### config.mk
export PLATFORM = sky130hd
export DESIGN_NAME = rs485_hdx_ctrl
export DESIGN_NICKNAME = d
export VERILOG_FILES = /design/src/rtl/rs485_pkg.sv /design/src/rtl/rs485_rx_deser.sv /design/src/rtl/rs485_hdx_ctrl.sv
export SDC_FILE = /design/constraint.sdc
export NUM_CORES = 1
export LEC_CHECK = 0
export BUFFER_PORTS_ARGS = -buffer_cell sky130_fd_sc_hd__buf_4
export CAP_MARGIN = 5
export CORE_MARGIN = 3
export CORE_UTILIZATION = 50
export DETAILED_ROUTE_END_ITERATION = 6
export PLACE_DENSITY = 0.67
export REMOVE_ABC_BUFFERS = 1
export SETUP_SLACK_MARGIN = 0.5
export SYNTH_ARGS = -nofsm -noshare
export SYNTH_HDL_FRONTEND = slang
export SYNTH_SLANG_ARGS = --single-unit
export TNS_END_PERCENT = 100
### constraint.sdc
create_clock -name clk -period 3.1 [get_ports clk]
set_input_delay 0.31 -clock clk [delete_from_list [all_inputs] [get_ports clk]]
set_output_delay 0.31 -clock clk [all_outputs]
set_load 0.02 [all_outputs]
### src/rtl/rs485_pkg.sv
// Shared types and constants for the RS-485 half-duplex link controller.
package rs485_pkg;

  // Bus direction: listening, driving lead-in guard, shifting a frame out, driving tail guard.
  typedef enum logic [1:0] {LISTEN, LEAD, SEND, TAIL} dir_state_t;

  // Receive deserialiser: waiting, verifying start bit, sampling data, sampling stop.
  typedef enum logic [1:0] {R_IDLE, R_START, R_DATA, R_STOP} rx_state_t;

  localparam int FRAME_BITS = 10;
  localparam int DATA_BITS  = 8;

  // Bits needed to hold the values 0 .. n-1 (never less than one bit).
  function automatic int cnt_width(input int n);
    return (n < 2) ? 1 : $clog2(n);
  endfunction

endpackage

### src/rtl/rs485_rx_deser.sv
// Receive side of the half-duplex link: synchronises R, detects start
// edges and deserialises 8N1 frames. Only active while the receiver is
// enabled; while it is disabled the line is treated as idle-high.
module rs485_rx_deser
  import rs485_pkg::*;
#(
  parameter int CLK_DIV = 868
) (
  input  logic       clk,
  input  logic       rst_n,
  input  logic       rx_en,
  input  logic       r,
  output logic [7:0] rx_data,
  output logic       rx_valid,
  output logic       rx_frame_err,
  output logic       rx_idle,
  output logic       r_s,
  output logic       r_fall
);

  localparam int BCW = cnt_width(CLK_DIV);
  localparam logic [BCW-1:0] HALF_LAST = BCW'(CLK_DIV / 2 - 1);
  localparam logic [BCW-1:0] BIT_LAST  = BCW'(CLK_DIV - 1);
  localparam logic [3:0]     IDX_LAST  = 4'(DATA_BITS - 1);

  logic            sync1_q, sync1_d;
  logic            sync2_q, sync2_d;
  logic            r_prev_q, r_prev_d;
  rx_state_t       state_q, state_d;
  logic [BCW-1:0]  bit_cnt_q, bit_cnt_d;
  logic [3:0]      bit_idx_q, bit_idx_d;
  logic [7:0]      shift_q, shift_d;
  logic [7:0]      rx_data_q, rx_data_d;
  logic            rx_valid_q, rx_valid_d;
  logic            rx_frame_err_q, rx_frame_err_d;
  logic            err_wait_q, err_wait_d;

  // Two-flop synchroniser; a disabled receiver (R floating) is seen as constant 1.
  always_comb begin
    sync1_d  = rx_en ? r       : 1'b1;
    sync2_d  = rx_en ? sync1_q : 1'b1;
    r_s      = rx_en ? sync2_q : 1'b1;
    r_prev_d = r_s;
    r_fall   = r_prev_q & ~r_s;
  end

  // Frame deserialiser: mid-bit sampling, LSB first, stop-bit check.
  always_comb begin
    state_d        = state_q;
    bit_cnt_d      = bit_cnt_q;
    bit_idx_d      = bit_idx_q;
    shift_d        = shift_q;
    rx_data_d      = rx_data_q;
    rx_valid_d     = 1'b0;
    rx_frame_err_d = 1'b0;
    err_wait_d     = err_wait_q;
    if (!rx_en) begin
      // Leaving LISTEN drops any partial frame.
      state_d    = R_IDLE;
      bit_cnt_d  = '0;
      bit_idx_d  = '0;
      err_wait_d = 1'b0;
    end else begin
      case (state_q)
        R_IDLE: begin
          if (r_fall) begin
            state_d   = R_START;
            bit_cnt_d = '0;
          end
        end
        R_START: begin
          if (bit_cnt_q == HALF_LAST) begin
            bit_cnt_d = '0;
            bit_idx_d = '0;
            // A line back high at mid-start is a glitch, not a frame.
            state_d   = r_s ? R_IDLE : R_DATA;
          end else begin
            bit_cnt_d = bit_cnt_q + BCW'(1);
          end
        end
        R_DATA: begin
          if (bit_cnt_q == BIT_LAST) begin
            bit_cnt_d = '0;
            shift_d   = {r_s, shift_q[7:1]};
            if (bit_idx_q == IDX_LAST) begin
              state_d = R_STOP;
            end else begin
              bit_idx_d = bit_idx_q + 4'd1;
            end
          end else begin
            bit_cnt_d = bit_cnt_q + BCW'(1);
          end
        end
        R_STOP: begin
          if (err_wait_q) begin
            // After a bad stop bit, hold off until the line returns high.
            if (r_s) begin
              state_d    = R_IDLE;
              err_wait_d = 1'b0;
            end
          end else if (bit_cnt_q == BIT_LAST) begin
            bit_cnt_d = '0;
            if (r_s) begin
              rx_data_d  = shift_q;
              rx_valid_d = 1'b1;
              state_d    = R_IDLE;
            end else begin
              rx_frame_err_d = 1'b1;
              err_wait_d     = 1'b1;
            end
          end else begin
            bit_cnt_d = bit_cnt_q + BCW'(1);
          end
        end
        default: state_d = R_IDLE;
      endcase
    end
  end

  // Register synchroniser, deserialiser state and outputs.
  always_ff @(posedge clk or negedge rst_n) begin
    if (!rst_n) begin
      sync1_q        <= 1'b1;
      sync2_q        <= 1'b1;
      r_prev_q       <= 1'b1;
      state_q        <= R_IDLE;
      bit_cnt_q      <= '0;
      bit_idx_q      <= '0;
      shift_q        <= '0;
      rx_data_q      <= '0;
      rx_valid_q     <= 1'b0;
      rx_frame_err_q <= 1'b0;
      err_wait_q     <= 1'b0;
    end else begin
      sync1_q        <= sync1_d;
      sync2_q        <= sync2_d;
      r_prev_q       <= r_prev_d;
      state_q        <= state_d;
      bit_cnt_q      <= bit_cnt_d;
      bit_idx_q      <= bit_idx_d;
      shift_q        <= shift_d;
      rx_data_q      <= rx_data_d;
      rx_valid_q     <= rx_valid_d;
      rx_frame_err_q <= rx_frame_err_d;
      err_wait_q     <= err_wait_d;
    end
  end

  assign rx_data      = rx_data_q;
  assign rx_valid     = rx_valid_q;
  assign rx_frame_err = rx_frame_err_q;
  assign rx_idle      = (state_q == R_IDLE);

endmodule

### src/rtl/rs485_hdx_ctrl.sv
// Half-duplex RS-485 link controller. Owns the transceiver DE/RE_n/D pins,
// arbitrates bus direction (receive always wins) and serialises 8N1 frames
// with DE lead-in and tail guard times.
// Handshake: a byte is taken on a rising edge where tx_valid && tx_ready;
// tx_ready never depends on tx_valid, and there is no second TX buffer.
module rs485_hdx_ctrl
  import rs485_pkg::*;
#(
  parameter int CLK_DIV   = 868,
  parameter int DE_LEAD   = 100,
  parameter int DE_TAIL   = 100,
  parameter int IDLE_BITS = 2
) (
  input  logic       clk,
  input  logic       rst_n,
  input  logic [7:0] tx_data,
  input  logic       tx_valid,
  output logic       tx_ready,
  output logic [7:0] rx_data,
  output logic       rx_valid,
  output logic       rx_frame_err,
  output logic       de,
  output logic       re_n,
  output logic       d,
  input  logic       r
);

  localparam int IDLE_MAX_I  = IDLE_BITS * CLK_DIV;
  localparam int GUARD_MAX_I = (DE_LEAD > DE_TAIL) ? DE_LEAD : DE_TAIL;
  localparam int ICW = cnt_width(IDLE_MAX_I + 1);
  localparam int GCW = cnt_width(GUARD_MAX_I + 1);
  localparam int BCW = cnt_width(CLK_DIV);

  localparam logic [ICW-1:0] IDLE_MAX   = ICW'(IDLE_MAX_I);
  localparam logic [GCW-1:0] LEAD_LAST  = GCW'(DE_LEAD - 1);
  localparam logic [GCW-1:0] TAIL_LAST  = GCW'(DE_TAIL - 1);
  localparam logic [BCW-1:0] BIT_LAST   = BCW'(CLK_DIV - 1);
  localparam logic [3:0]     FRAME_LAST = 4'(FRAME_BITS - 1);

  dir_state_t                state_q, state_d;
  logic                      de_q, de_d;
  logic                      re_n_q, re_n_d;
  logic                      d_q, d_d;
  logic [ICW-1:0]            idle_cnt_q, idle_cnt_d;
  logic [GCW-1:0]            guard_cnt_q, guard_cnt_d;
  logic [BCW-1:0]            bit_cnt_q, bit_cnt_d;
  logic [3:0]                bit_idx_q, bit_idx_d;
  logic [FRAME_BITS-1:0]     frame_q, frame_d;

  logic rx_en;
  logic rx_idle;
  logic r_s;
  logic r_fall;

  assign rx_en = ~re_n_q;

  rs485_rx_deser #(
    .CLK_DIV (CLK_DIV)
  ) u_rx (
    .clk          (clk),
    .rst_n        (rst_n),
    .rx_en        (rx_en),
    .r            (r),
    .rx_data      (rx_data),
    .rx_valid     (rx_valid),
    .rx_frame_err (rx_frame_err),
    .rx_idle      (rx_idle),
    .r_s          (r_s),
    .r_fall       (r_fall)
  );

  // A start edge seen this cycle blocks TX, so receive wins any tie.
  always_comb begin
    tx_ready = (state_q == LISTEN) && (idle_cnt_q == IDLE_MAX) && rx_idle && !r_fall;
  end

  // Direction sequencing: quiet-bus check, lead guard, frame shift-out, tail guard.
  always_comb begin
    state_d     = state_q;
    de_d        = de_q;
    re_n_d      = re_n_q;
    d_d         = d_q;
    idle_cnt_d  = idle_cnt_q;
    guard_cnt_d = guard_cnt_q;
    bit_cnt_d   = bit_cnt_q;
    bit_idx_d   = bit_idx_q;
    frame_d     = frame_q;
    case (state_q)
      LISTEN: begin
        if (!r_s) begin
          idle_cnt_d = '0;
        end else if (rx_idle && (idle_cnt_q != IDLE_MAX)) begin
          idle_cnt_d = idle_cnt_q + ICW'(1);
        end
        if (tx_valid && tx_ready) begin
          state_d     = LEAD;
          de_d        = 1'b1;
          re_n_d      = 1'b1;
          d_d         = 1'b1;
          guard_cnt_d = '0;
          idle_cnt_d  = '0;
          frame_d     = {1'b1, tx_data, 1'b0};
        end
      end
      LEAD: begin
        if (guard_cnt_q == LEAD_LAST) begin
          state_d   = SEND;
          d_d       = frame_q[0];
          bit_cnt_d = '0;
          bit_idx_d = '0;
        end else begin
          guard_cnt_d = guard_cnt_q + GCW'(1);
        end
      end
      SEND: begin
        if (bit_cnt_q == BIT_LAST) begin
          bit_cnt_d = '0;
          if (bit_idx_q == FRAME_LAST) begin
            state_d     = TAIL;
            d_d         = 1'b1;
            guard_cnt_d = '0;
          end else begin
            bit_idx_d = bit_idx_q + 4'd1;
            frame_d   = {1'b1, frame_q[FRAME_BITS-1:1]};
            d_d       = frame_q[1];
          end
        end else begin
          bit_cnt_d = bit_cnt_q + BCW'(1);
        end
      end
      TAIL: begin
        if (guard_cnt_q == TAIL_LAST) begin
          state_d    = LISTEN;
          de_d       = 1'b0;
          re_n_d     = 1'b0;
          d_d        = 1'b1;
          idle_cnt_d = '0;
        end else begin
          guard_cnt_d = guard_cnt_q + GCW'(1);
        end
      end
      default: begin
        state_d = LISTEN;
        de_d    = 1'b0;
        re_n_d  = 1'b0;
        d_d     = 1'b1;
      end
    endcase
  end

  // Direction state and registered transceiver pins; reset releases the bus at once.
  always_ff @(posedge clk or negedge rst_n) begin
    if (!rst_n) begin
      state_q     <= LISTEN;
      de_q        <= 1'b0;
      re_n_q      <= 1'b0;
      d_q         <= 1'b1;
      idle_cnt_q  <= '0;
      guard_cnt_q <= '0;
      bit_cnt_q   <= '0;
      bit_idx_q   <= '0;
      frame_q     <= '1;
    end else begin
      state_q     <= state_d;
      de_q        <= de_d;
      re_n_q      <= re_n_d;
      d_q         <= d_d;
      idle_cnt_q  <= idle_cnt_d;
      guard_cnt_q <= guard_cnt_d;
      bit_cnt_q   <= bit_cnt_d;
      bit_idx_q   <= bit_idx_d;
      frame_q     <= frame_d;
    end
  end

  assign de   = de_q;
  assign re_n = re_n_q;
  assign d    = d_q;

endmodule

# Yosys cells after proc, flatten, opt, wreduce, memory -nomap -nowiden
# Index checks and enable logic that the tools add are counted.
[word_totals] inputBits=12 register_bits=84 wordCells=157
[classes] bitwise_logic=4 mux=72 eq_ne=29 reduce_logical=27 add_sub_neg=6
[op_table] cell="$mux 10" count=10
[op_table] cell="$mux 11" count=4
[op_table] cell="$pmux 10 s2" count=2
[op_table] cell="$pmux 10 s4" count=1
[op_table] cell="$mux 2" count=14
[op_table] cell="$mux 4" count=7
[op_table] cell="$mux 7" count=4
[op_table] cell="$mux 1" count=22
[op_table] cell="$pmux 11 s2" count=1
[op_table] cell="$pmux 7 s3" count=1
[op_table] cell="$add 10x1->10 const B" count=2
[op_table] cell="$eq 10x10->1 const B" count=2
[op_table] cell="$reduce_and 4->1" count=5
[op_table] cell="$pmux 2 s4" count=2
[op_table] cell="$pmux 4 s2" count=2
[op_table] cell="$reduce_and 5->1" count=3
[op_table] cell="$ne 2x2->1 const B" count=6
[op_table] cell="$ne 3x2->1 const B" count=4
[op_table] cell="$add 11x1->11 const B" count=1
[op_table] cell="$eq 11x11->1 const B" count=1
[op_table] cell="$ne 11x11->1 const B" count=1
[op_table] cell="$eq 10x9->1 const B" count=1
[op_table] cell="$reduce_and 3->1" count=3
[op_table] cell="$add 4x1->4 const B" count=2
[op_table] cell="other kinds (20)" count=37

# Depth between registers and ports, before layout
[logic_depth] depth_word=8 mapped_depth=8 mapped_depth_nobuf=7

# Hierarchy
# A second synthesis with hierarchy kept.
[unflattened] hier_cells=450 area_unflattened_um2=4461.8
[modules_own_cells] mod="rs485_hdx_ctrl" seq_area_each_um2=1138.6 area_per_inst_um2=2617.5 cells_per_inst=278 n_inst=1
[modules_own_cells] mod="rs485_rx_deser" seq_area_each_um2=954.7 area_per_inst_um2=1844.3 cells_per_inst=172 n_inst=1

# Least setup slack after synthesis
# Ideal clock, no wire load.
[synth_timing] path_type="register -> register" startpoint="register bit_cnt_q[7]" endpoint="register guard_cnt_q[6]" setup_time_ns=0.095 setup_slack_ns=0.878 t_arrival_ns=2.127 path_stages_with_launch=6 path_buffers=1 synth_period_minus_slack_ns=2.222 cell_sequence="dfrtp_1 or4b_4 o31a_4 buf_6 or4_1 o31ai_1"
[synth_via] elab_chain_cells=3
[synth_rtl] element="start, declared" line_no="rs485_hdx_ctrl.sv:46" rtl="logic [BCW-1:0] bit_cnt_q, bit_cnt_d;"
[synth_rtl] element="start signal, assigned" line_no="rs485_hdx_ctrl.sv:170" rtl="bit_cnt_q <= bit_cnt_d;"
[synth_rtl] element="$eq 10x10->1" line_no="rs485_hdx_ctrl.sv:116" rtl="if (bit_cnt_q == BIT_LAST) begin"
[synth_rtl] element="$ne 2x2->1 (no line)"
[synth_rtl] element="$reduce_and 4->1 (no line)"
[synth_rtl] element="end signal, assigned" line_no="rs485_hdx_ctrl.sv:169" rtl="guard_cnt_q <= guard_cnt_d;"
[synth_rtl] element="end, declared" line_no="rs485_hdx_ctrl.sv:45" rtl="logic [GCW-1:0] guard_cnt_q, guard_cnt_d;"
# Every way passes these cells.
# A chain may end at the register's enable or synchronous reset.

# Worst setup path after layout
[layout_timing] startpoint="register guard_cnt_q[0]" endpoint="register idle_cnt_q[7]"
[layout_via] elab_chain_cells=3
[layout_rtl] element="$eq 7x7->1" line_no="rs485_hdx_ctrl.sv:132" rtl="if (guard_cnt_q == TAIL_LAST) begin"
[layout_rtl] element="$ne 2x2->1 (no line)"
[layout_rtl] element="$reduce_and 3->1 (no line)"
[layout_rtl] element="end signal, assigned" line_no="rs485_hdx_ctrl.sv:168" rtl="idle_cnt_q <= idle_cnt_d;"
[layout_rtl] element="end, declared" line_no="rs485_hdx_ctrl.sv:44" rtl="logic [ICW-1:0] idle_cnt_q, idle_cnt_d;"
# Every way passes these cells.

==> impl_metrics.py <==
metrics = {
    "clock_tree": {
        "insertion_delay_ns": 0.36,
        "numCtsBuffers": 9,
        "cts.clk_slew.worst_paths_ns": 0.09,
        "tritoncts": "built",
        "clk_path_buf_depth": 2,
        "cts.sinks": 83,
        "cts_root_buf": "clkbuf_8",
        "hold_buffers": 0,
        "htreeDepth": 3,
    },
    "cells_and_area": {
        "final_layout_size_suffix_gt1_share_pct": 23.7,
        "nFillCells": 739,
        "final_util_pct": 59.4,
        "fin_nets": 485,
        "num_antenna_cells": 0,
        "area_growth_pct": 12.2,
    },
    "drt": {
        "dr.pass1.iters": 4,
        "drc": 0,
        "wl_um": 8660,
        "ant_nets": 0,
        "wl_per_cell_um": 15.2,
        "drt-vias-per-instance": 5.88,
        "vias": 3343,
        "drt-initial-drc-count": 154,
    },
    "critical_path": {
        "reg2reg_depth": 6,
        "r2r-start": "guard_cnt_q[0]",
        "crit_type": "reg2reg",
        "cp_common_cell": "or2_2",
        "worst-path-stages": 6,
        "rr_endpoint": "idle_cnt_q[7]",
        "critPathCaptureType": "flip-flop",
        "max_stage_delay_ns": 0.51,
        "crit_path_start_kind": "flip-flop",
        "path_buf_inv": 0,
        "endpoint": "idle_cnt_q[7]",
        "cp_cell_sequence": "ha_1, nand4b_1, or2_2, a221o_2, or2_2, o31ai_1",
        "crit_family": "simple AND/OR/NAND/NOR gates",
        "critPathMaxFanout": 13,
        "cp_data_required_time_ns": 3.36,
        "startpoint": "guard_cnt_q[0]",
        "r2r_setup_slack_ns": 0.63,
        "arrival_ns": 2.73,
        "cpMaxStageDelayCell": "a221o_2",
    },
    "sta": {
        "finalMaxSlewViolations": 0,
        "finalHoldViolCount": 0,
        "relSlewSlack_pct": 30.4,
        "tightest_slew_ns": 1.04,
        "rsz0062_at_grt": "no",
        "setup_viol": 0,
        "fin_crit_sh_pct": 79.7,
        "fin_crit_ns": 2.47,
        "fin_tns_setup_ns": 0,
        "fin_worst_skew_ns": 0.0142,
        "fmax_ghz": 0.405,
    },
    "power_and_ir_drop": {
        "power_leakage_uw": 0.00222,
        "pwr-share-seq_pct": 53.9,
        "power_density_nw_per_um2": 402,
        "p_sw_share_pct": 22.3,
        "p_total_uw": 2010,
        "power.switching_uw": 448,
        "peakVddDrop_mv": 0.282,
        "intPower_uw": 1560,
        "clkPwrFrac_pct": 44.3,
        "power.share.combinational_pct": 1.8,
    },
    "floorplan": {
        "core_um2": 8420,
        "dieArea_um2": 10100,
        "fp.dieH_um": 100,
        "die_w_um": 100,
        "io_pins": 26,
        "start_util_pct": 52.9,
        "floorplan.rows": 33,
    },
    "placed_design": {
        "placement.io_buffers": 25,
        "hpwlAfterDp_um": 6000,
        "place.gp.congestion": 0.855,
    },
    "synthesis": {
        "synthCells": 430,
        "async_flop_share_pct": 100,
        "synth_seq_cells": 83,
        "avgSynthCellArea_um2": 10.4,
        "synthFlopType": "dfrtp_1",
        "yosys_warnings": 0,
        "seq_area_frac_synth_pct": 46.9,
        "synth_edf_count": 0,
        "syn_area_um2": 4460,
        "ys_types": 62,
    },
    "global_routing": {
        "grt_pass1_vias": 3214,
        "grt_antenna_before_repair": 0,
        "grt.overflow.total": 0,
        "track_usage_pct": 18.1,
        "grt_start_max_net_pins": 84,
        "grt_pass1_wl_um": 15000,
    },
    "min_path": {
        "hp-class": "in2async",
    },
    "run_status": {
        "run_status": "finished, final reports clean",
    },
    "run": {
        "drv_cap": 0,
    },
}
## worst min path at each step
| stage | startpoint | endpoint |
|---|---|---|
| 4_1_cts | r | u_rx.sync1_q |
| 5_1_grt | r | u_rx.sync1_q |
| 6_report | rst_n | bit_idx_q[3] |
| 3_5_place_dp | frame_q[0] | frame_q[0] |
| 3_3_place_gp | frame_q[0] | frame_q[0] |
| 2_1_floorplan | rst_n | bit_cnt_q[0] |
## sequential cells by signal, indices dropped and copies added, names as in the netlist, 4 cells and up
| name | cells |
|---|---|
| idle_cnt_q | 11 |
| bit_cnt_q | 10 |
| u_rx.bit_cnt_q | 10 |
| frame_q | 9 |
| u_rx.rx_data | 8 |
| u_rx.shift_q | 8 |
| guard_cnt_q | 7 |
| bit_idx_q | 4 |
| u_rx.bit_idx_q | 4 |
## cell usage in the layout (no fill, tap or decap), drive strengths merged, types with 3 or more instances in the layout
cell type,n
or2,7
and2,5
nor4,6
nor2,21
a2bb2oi,5
dfrtp,70
a21o,3
inv,21
a22o,5
o21a,3
clkbuf,9
and3,12
mux2i,3
nor3,6
a31oi,6
ha,14
nand2,42
nand4,3
o31ai,20
mux2,32
buf,31
nand4b,3
o21ai,35
or4,5
nor2b,6
o211ai,4
or3,4
dfstp,13
nand2b,9
nand3,23
xnor2,5
## synthesized netlist by cell type, types with 3 or more instances
cell | count | area, µm²
a22o_1 | 5 | 43.8
a2bb2oi_1 | 5 | 43.8
a31oi_1 | 5 | 31.3
and2_1 | 5 | 31.3
and3_1 | 12 | 75.1
clkbuf_1 | 10 | 37.5
dfrtp_1 | 70 | 1750
dfstp_2 | 13 | 342
ha_1 | 14 | 175
inv_1 | 17 | 63.8
mux2_2 | 32 | 360
mux2i_1 | 3 | 30.0
nand2_1 | 41 | 154
nand2b_1 | 9 | 56.3
nand3_1 | 23 | 115
nand4_1 | 3 | 18.8
nand4b_1 | 3 | 26.3
nor2_1 | 21 | 78.8
nor2b_1 | 6 | 37.5
nor3_1 | 5 | 25.0
nor4_1 | 4 | 25.0
o211ai_1 | 4 | 30.0
o21a_1 | 3 | 22.5
o21ai_0 | 35 | 175
o31ai_1 | 19 | 143
or2_2 | 7 | 43.8
or3_1 | 4 | 25.0
or4_1 | 4 | 30.0
xnor2_1 | 5 | 43.8
## routing by layer
metal,vias to the layer above,routed length [µm],global-route usage [%]
li1,1644,-,-
met1,1643,4330,25.2
met2,47,3910,28.4
met3,9,293,3.61
met4,0,121,6.11
met5,-,0,0
## power by group through the flow
stage / registers [µW] / logic, µW / clock network, µW
floorplan: 1100 / 4.42 / 0
global placement: 1100 / 37.9 / 0
detailed placement: 1100 / 38.1 / 0
CTS: 1080 / 38.1 / 919
global route: 1080 / 41.6 / 953
finish: 1080 / 36.0 / 891
## stage by stage
stage | cells | setup WS, ns | hold slack [ns] | instance area (µm²)
6_report | 569 | 0.629 | 0.131 | 5000
5_1_grt | 569 | 0.520 | 0.135 | 5000
4_1_cts | 567 | 0.563 | 0.127 | 4970
3_5_place_dp | 551 | 0.568 | 0.472 | 4750
3_3_place_gp | 551 | 0.610 | 0.459 | 4750
2_1_floorplan | 417 | 0.805 | 0.0144 | 4400
## repair_timing
| action | CTS | global route |
|---|---|---|
| setup buffers | 0 | 2 |
| gates resized for setup | 0 | 1 |
| hold endpoints to repair | 0 | 0 |
| endpoints found under the setup margin | 0 | 12 |
## cells by family (layout without fill, tap and decap cells)
logic type / count (synthesis) / in the layout / share of synthesized area, %
simple gates: 159 / 159 / 19.6
compound gates: 104 / 104 / 17.0
flops: 83 / 83 / 46.9
mux: 35 / 35 / 8.75
buf+inv: 30 / 64 / 2.81
fa+ha+maj: 14 / 14 / 3.93
xor+xnor: 5 / 5 / 0.982
## cell type report
class / instances / area [µm²] / share of cell area [%]
multi-input cells: 317 / 2240 / 44.8
flip-flops and latches: 83 / 2090 / 41.8
repair buffers: 31 / 245 / 4.90
well taps: 105 / 131 / 2.63
clock buffers: 9 / 124 / 2.48
clock inverters: 7 / 104 / 2.08
inverters: 17 / 63.8 / 1.28
(Power assumes the default switching activity.)
